**src/rtl/alu_seq_ctrl.sv**
```systemverilog
// ============================================================================
// Module      : alu_seq_ctrl
// Description : Sequential command front-end for an external combinational
//               16-bit ALU. It holds a 4-entry x 16-bit register file and
//               accepts load/operate commands over a valid/ready channel. It
//               drives registered operands, carry and opcode to the ALU, then
//               writes the result back and returns it, with its flags, over a
//               valid/ready response channel.
// Ports       : clk, rst_n             - clock, async active-low reset
//               cmd_valid/cmd_ready    - command handshake
//               cmd_load, cmd_op, cmd_cin, cmd_dst, cmd_src1, cmd_src2,
//               cmd_imm                - command fields
//               alu_a, alu_b, alu_c, alu_opc - registered ALU inputs
//               alu_w, alu_zer, alu_neg      - ALU result and flags
//               rsp_valid/rsp_ready    - response handshake
//               rsp_data, rsp_zer, rsp_neg   - response payload
// Revision    : 1.0 - initial release
// ============================================================================
`default_nettype none

module alu_seq_ctrl #(
  parameter int RF_DEPTH = 4
) (
  input  logic        clk,
  input  logic        rst_n,
  input  logic        cmd_valid,
  output logic        cmd_ready,
  input  logic        cmd_load,
  input  logic [2:0]  cmd_op,
  input  logic        cmd_cin,
  input  logic [1:0]  cmd_dst,
  input  logic [1:0]  cmd_src1,
  input  logic [1:0]  cmd_src2,
  input  logic [15:0] cmd_imm,
  output logic [15:0] alu_a,
  output logic [15:0] alu_b,
  output logic        alu_c,
  output logic [2:0]  alu_opc,
  input  logic [15:0] alu_w,
  input  logic        alu_zer,
  input  logic        alu_neg,
  output logic        rsp_valid,
  input  logic        rsp_ready,
  output logic [15:0] rsp_data,
  output logic        rsp_zer,
  output logic        rsp_neg
);

  typedef enum logic [1:0] {
    IDLE = 2'd0,
    EXEC = 2'd1,
    RESP = 2'd2
  } state_e;

  state_e      state_q, state_d;

  logic [15:0] rf_q [RF_DEPTH];
  logic [15:0] alu_a_q;
  logic [15:0] alu_b_q;
  logic        alu_c_q;
  logic [2:0]  alu_opc_q;
  logic [1:0]  dst_q;
  logic [15:0] rsp_data_q, rsp_data_d;
  logic        rsp_zer_q,  rsp_zer_d;
  logic        rsp_neg_q,  rsp_neg_d;

  logic        accept_op;
  logic        accept_ld;
  logic        wr_en;
  logic [1:0]  wr_addr;

  // --------------------------------------------------------------------------
  // Next-state and control decode
  // --------------------------------------------------------------------------
  always_comb begin
    state_d    = state_q;
    accept_op  = 1'b0;
    accept_ld  = 1'b0;
    wr_en      = 1'b0;
    wr_addr    = dst_q;
    rsp_data_d = rsp_data_q;
    rsp_zer_d  = rsp_zer_q;
    rsp_neg_d  = rsp_neg_q;

    case (state_q)
      IDLE: begin
        if (cmd_valid) begin
          if (cmd_load) begin
            // Loads bypass the ALU: write and respond directly from the immediate.
            accept_ld  = 1'b1;
            wr_en      = 1'b1;
            wr_addr    = cmd_dst;
            rsp_data_d = cmd_imm;
            rsp_zer_d  = (cmd_imm == 16'h0000);
            rsp_neg_d  = cmd_imm[15];
            state_d    = RESP;
          end else begin
            accept_op  = 1'b1;
            state_d    = EXEC;
          end
        end
      end
      EXEC: begin
        // ALU has had a full cycle to settle on the registered operands.
        wr_en      = 1'b1;
        wr_addr    = dst_q;
        rsp_data_d = alu_w;
        rsp_zer_d  = alu_zer;
        rsp_neg_d  = alu_neg;
        state_d    = RESP;
      end
      RESP: begin
        if (rsp_ready) begin
          state_d = IDLE;
        end
      end
      default: begin
        state_d = IDLE;
      end
    endcase
  end

  // --------------------------------------------------------------------------
  // State register
  // --------------------------------------------------------------------------
  always_ff @(posedge clk or negedge rst_n) begin
    if (!rst_n) begin
      state_q <= IDLE;
    end else begin
      state_q <= state_d;
    end
  end

  // --------------------------------------------------------------------------
  // ALU input registers: loaded only on an accepted operate command, so they
  // hold their values across loads and idle periods.
  // --------------------------------------------------------------------------
  always_ff @(posedge clk or negedge rst_n) begin
    if (!rst_n) begin
      alu_a_q   <= 16'h0000;
      alu_b_q   <= 16'h0000;
      alu_c_q   <= 1'b0;
      alu_opc_q <= 3'd0;
      dst_q     <= 2'd0;
    end else if (accept_op) begin
      // Operands are read before any write-back, so src==dst sees the old value.
      alu_a_q   <= rf_q[cmd_src1];
      alu_b_q   <= rf_q[cmd_src2];
      alu_c_q   <= cmd_cin;
      alu_opc_q <= cmd_op;
      dst_q     <= cmd_dst;
    end
  end

  // --------------------------------------------------------------------------
  // Register file and response payload
  // --------------------------------------------------------------------------
  always_ff @(posedge clk or negedge rst_n) begin
    if (!rst_n) begin
      for (int i = 0; i < RF_DEPTH; i++) begin
        rf_q[i] <= 16'h0000;
      end
      rsp_data_q <= 16'h0000;
      rsp_zer_q  <= 1'b0;
      rsp_neg_q  <= 1'b0;
    end else begin
      if (wr_en) begin
        rf_q[wr_addr] <= rsp_data_d;
      end
      rsp_data_q <= rsp_data_d;
      rsp_zer_q  <= rsp_zer_d;
      rsp_neg_q  <= rsp_neg_d;
    end
  end

  // --------------------------------------------------------------------------
  // Outputs: handshake signals depend on state only.
  // --------------------------------------------------------------------------
  assign cmd_ready = (state_q == IDLE);
  assign rsp_valid = (state_q == RESP);
  assign alu_a     = alu_a_q;
  assign alu_b     = alu_b_q;
  assign alu_c     = alu_c_q;
  assign alu_opc   = alu_opc_q;
  assign rsp_data  = rsp_data_q;
  assign rsp_zer   = rsp_zer_q;
  assign rsp_neg   = rsp_neg_q;

endmodule

`default_nettype wire

```
**config.mk**
```make
export PLATFORM = sky130hd
export DESIGN_NAME = alu_seq_ctrl
export DESIGN_NICKNAME = d
export VERILOG_FILES = /design/src/rtl/alu_seq_ctrl.sv
export SDC_FILE = /design/constraint.sdc
export NUM_CORES = 1
export LEC_CHECK = 0
export CORE_MARGIN = 2
export CORE_UTILIZATION = 30
export CTS_CLUSTER_DIAMETER = 60
export DETAILED_ROUTE_END_ITERATION = 8
export GPL_TIMING_DRIVEN = 0
export SLEW_MARGIN = 20
export SYNTH_ARGS = -nofsm -noshare
export SYNTH_HDL_FRONTEND = slang
export SYNTH_SLANG_ARGS = --single-unit
```
**constraint.sdc**
```tcl
create_clock -name clk -period 2.65 [get_ports clk]
set_clock_uncertainty 0.15 [all_clocks]
set_input_delay 0.265 -clock clk [delete_from_list [all_inputs] [get_ports clk]]
set_output_delay 0.265 -clock clk [all_outputs]
set_load 0.01 [all_outputs]
```
After elaboration in Yosys (flattened, before gate mapping)
Cells that the tools add are included.
{ "classes": {"mux": 31, "bitwise_logic": 3, "reduce_logical": 6, "n_eq_ne": 5, "magnitude_cmp": 4} }
{ "op_table": {"columns": ["cell", "count"], "rows": [
  ["16-bit two-way mux", 7],
  ["16-bit binary-select mux with 2-bit select", 2],
  ["64-bit bitwise mux", 1],
  ["16-bit demux with 2-bit select", 1],
  ["16-bit case mux with 2 select lines", 1],
  ["16-bit zero test", 1],
  ["2-bit two-way mux", 6],
  ["3-bit >= comparator, second input constant", 3],
  ["1-bit two-way mux", 9],
  ["2-bit inverter with 3-bit output", 3],
  ["1-bit case mux with 2 select lines", 3],
  ["2-bit case mux with 3 select lines", 1],
  ["2-bit by 1-bit != test with 1-bit output, second input constant", 2],
  ["3-bit by 1-bit < comparator with 1-bit output, second input constant", 1],
  ["3-bit AND reduction", 1],
  ["2-bit by 1-bit equality test with 1-bit output, second input constant", 1],
  ["2-bit equality test, second input constant", 1],
  ["2-bit zero test", 1],
  ["2-bit != test, second input constant", 1],
  ["2-bit AND reduction", 1],
  ["2-bit nonzero test", 1],
  ["1-bit logical AND", 1]
]} }
{ "totals": {"input_bits": 49, "ff_bits": 122, "output_inout_bits": 56} }

Longest topological paths before layout
{ "depth": {"ltp_word": 9, "depth_mapped": 7, "mapped_depth_nobuf": 4} }

Worst setup path before layout
OpenSTA, ideal clock, no wires.
{ "synth_path": {"path_kind": "flip-flop to flip-flop", "from": "reg state_q[1]", "to": "reg rf_q[11] (netlist bit)", "arrival_time_ns": 1.879, "synth_period_minus_slack_ns": 2.153, "slack_ns": 0.497, "stages_incl_launch_ff": 8, "setup_time_ns": 0.125, "cell_sequence": "dfrtp_1 -> buf_6 -> nor4bb_4 -> mux2i_2 -> nand2b_1 -> buf_6 -> buf_6 -> mux2_2"} }
{ "synth_between": {"elab_chain_len": 8, "word_cells_on_any_way": 12, "classes_between": "order compare (2); eq/ne (1); mux (6); bitwise (1); reduce/logical (2)"} }
{ "synth_rtl": {"columns": ["item", "line", "text"], "rows": [
  ["start: declaration", "55", "state_e state_q, state_d;"],
  ["start signal: assignment", "130", "state_q <= state_d;"],
  ["2-bit zero test", "85", "case (state_q)"],
  ["2-bit two-way mux", "85", null],
  ["2-bit inverter with 3-bit output (implied by the code)", "168", "rf_q[wr_addr] <= rsp_data_d;"],
  ["3-bit >= comparator (implied by the code) or 3-bit by 1-bit < comparator with 1-bit output (tied branches)", "168", null],
  ["1-bit logical AND (implied by the code)", "168", null],
  ["16-bit two-way mux (implied by the code)", "168", null],
  ["16-bit demux with 2-bit select", "168", null],
  ["64-bit bitwise mux", "168", null],
  ["end signal: indexed assignment", "168", null],
  ["end: declaration", "57", "logic [15:0] rf_q [RF_DEPTH];"]
]} }
Several ways; a longest one is shown, not always the timed one.
A chain may end at the register's enable or synchronous reset.

Final worst setup path
{ "layout_path": {"from": "reg state_q[0]", "to": "reg rf_q[44] (netlist bit)"} }
{ "layout_between": {"word_cells_on_any_way": 12, "classes_between": "order compare (2); eq/ne (1); mux (6); bitwise (1); reduce/logical (2)"} }
{ "layout_lines": {"columns": ["item", "line", "text"], "rows": [
  ["2-bit by 1-bit equality test with 1-bit output or 2-bit zero test (tied branches)", "85", null],
  ["16-bit case mux with 2 select lines *", "85", null],
  ["net rsp_data_d[12]", "63", "logic [15:0] rsp_data_q, rsp_data_d;"],
  ["64-bit bitwise mux *", "168", null]
]} }
Mark *: on every way through the listed nets, which the timed path passes. The rest lies on a longest branch.

==> results.cfg <==
[yosys]
yosysMostFrequentCell = dfrtp_1
synthArstFlopShare = 1.00
synth_edf_count = 0
netlist_area_um2 = 5680
yosys_warnings = 0
synth_nets = 416
synth_seq_cells = 122
syn_inst = 367
yosys.area.top_type = dfrtp_1
synth_top_flop_cell = dfrtp_1
avgSynthCellArea_um2 = 15.5
synthTopCellsByArea = dfrtp_1 54%, mux2_2 20%, mux4_2 13%
synth_top_area_frac = 0.538
synth_commonest_cells = 122 x dfrtp_1, 100 x mux2_2, 32 x mux4_2
synthDistinctLibCells = 32
ys_seq_area_frac = 0.538

[detailed_routing]
vias_per_cell = 5.09
ant_nets = 0
routed_wl_mm = 15.6
wl_per_cell_um = 21.3
drc = 0
firstDrtPassIters = 5
drt-initial-drc-count = 141
num_vias = 3729

[sta]
fin_crit_ns = 2.50
rsz0062_at_grt = no
timing.slew.headroom = 0.449
layout_setup_ws_ns = 0.147
setup_tns_ns = 0
setup_viol = 0
drv_slew = 0
worstMarginPinSlew_ns = 0.827
timing.final.crit_share = 0.945
finalHoldViolations = 0
fmax_mhz = 399

[placement]
hpwlAfterDp_mm = 11.0
place_area_um2 = 7000
dp_cells = 702
gp_congestion = 0.823
port_buffers = 100
dp_worst_setup_slack_ns = -0.397

[clock_tree]
post_cts_resized = 0
cts_root_buffer = clkbuf_16
cts_tree = yes
htreeDepth = 4
numCtsBuffers = 17
clock_sinks = 122
clk_pin_slew_worst_paths_ns = 0.05
post-cts-setup-buffers = 0
clock_latency_ns = 0.42
clk_path_buf_depth = 2

[grt]
grt_pass1_vias = 4050
antenna_found_initial = 0
grt_usage = 0.162
grt_overflow = 0
grt_pass1_wl_mm = 23.9
grt_max_degree = 68

[finish]
final_area_um2 = 7640
layoutNonFillerInstCount = 733
drive_gt1_frac = 0.375
syn_to_final_growth_pct = 34.5
num_antenna_cells = 0
fin_nets = 535

[worst_setup_path]
cp_top_family = buffers and inverters
cp_cell_sequence = buf_2 -> buf_2 -> clkbuf_1 -> a22oi_1 -> o2bb2ai_1 -> mux2_2
reg2reg_from = state_q[0]
arrival_ns = 2.71
startpoint = state_q[0]
crit_fanout = 19
slowest_delay_ns = 0.50
cp-start-kind = register
worstPathRequired_ns = 2.86
crit_type = reg2reg
cp_num_buf_inv = 3
cp-end-kind = register
slowest_stage = clkbuf_1
crit_top_cell = buf_2

[run_status]
status = finished, final reports clean

[die]
dieHeight_um = 142
rows = 50
ios = 105
start_util = 0.305
core_area_um2 = 18600
dieArea_um2 = 20000
die_w_um = 142

[power_and_ir_drop]
leakagePower_uw = 0.00318
p_per_area_nw_per_um2 = 1110
ir_drop_mv = 0.431

[worst_hold_path]
hp-class = in2async

[job]
cap_violations = 0
layout make-up:
type	instances	area, um2
tap	234	293
fill	1687	11000
buffer	27	150
sequential	122	3050
timing repair buffer	102	1040
inverter	3	11.3
clock inverter	11	166
multi-input combinational	213	2460
clock buffer	21	470
cells by family (layout without fill, tap and decap cells):
| family | count (synthesis) | count (layout) | share of synthesized area |
|---|---|---|---|
| flops | 122 | 122 | 0.538 |
| buf+inv | 32 | 164 | 0.0297 |
| mux | 135 | 135 | 0.332 |
| simple gates | 37 | 37 | 0.0452 |
| compound gates | 41 | 41 | 0.0555 |
power breakdown:
| part | internal [uW] | switching [uW] | leakage [uW] |
|---|---|---|---|
| sequential | 2690 | 544 | 0.00152 |
| clock | 1640 | 832 | 0.000305 |
| combinational | 1720 | 1040 | 0.00135 |
| total | 6050 | 2410 | 0.00318 |
layer usage:
metal  part of all wire  wire (um)  vias up  GRT usage
met1               0.42       6640     1956      0.200
met4              0.021        336        0     0.0621
met2               0.51       7980      110      0.277
li1                   -          -     1642          -
met5                  0          0        -          0
met3              0.044        689       21     0.0385
worst paths after layout:
path | to | slack, ns | cells past startpoint
max | rf_q[44] | 0.15 | 6
min | alu_opc[1] | 0.28 | 2
max reg2reg | rf_q[44] | 0.15 | 6
min reg2reg | alu_opc[1] | 0.36 | 1
max in group asynchronous | rf_q[53] | 1.36 | 3
min in group clk | state_q[1] | 0.31 | 2
layout by cell type, fill, tap and decap left out, drive strengths merged, types with 16 or more instances in the layout:
| cell type | Yosys | layout |
|---|---|---|
| buf | 17 | 19 |
| clkbuf | 12 | 31 |
| dfrtp | 122 | 122 |
| mux2 | 101 | 101 |
| clkdlybuf4s50 | 0 | 99 |
| mux4 | 32 | 32 |
| o2bb2ai | 16 | 16 |
| a22oi | 16 | 16 |
| nor2b | 17 | 17 |
through the flow:
stage               total power (uW)  hold slack [ns]   util
floorplan                       4690           -0.181      -
global placement                5890            0.339  0.374
detailed placement              6020            0.167  0.376
CTS                             8540            0.296  0.410
global route                    8890            0.307  0.410
finish                          8460            0.282  0.410
flip-flops by register name, indices dropped and copies added (netlist names):
signal	count
alu_c	1
rsp_neg	1
alu_a	16
rf_q	64
dst_q	2
rsp_data	16
alu_opc	3
rsp_zer	1
alu_b	16
state_q	2
timing repair:
action | CTS | global route
pin swaps | 0 | 0
hold buffers | 1 | 0
setup endpoints to repair | 1 | 10
hold endpoints to repair | 66 | 0
No activity file was read; power rests on OpenSTA's default activity.
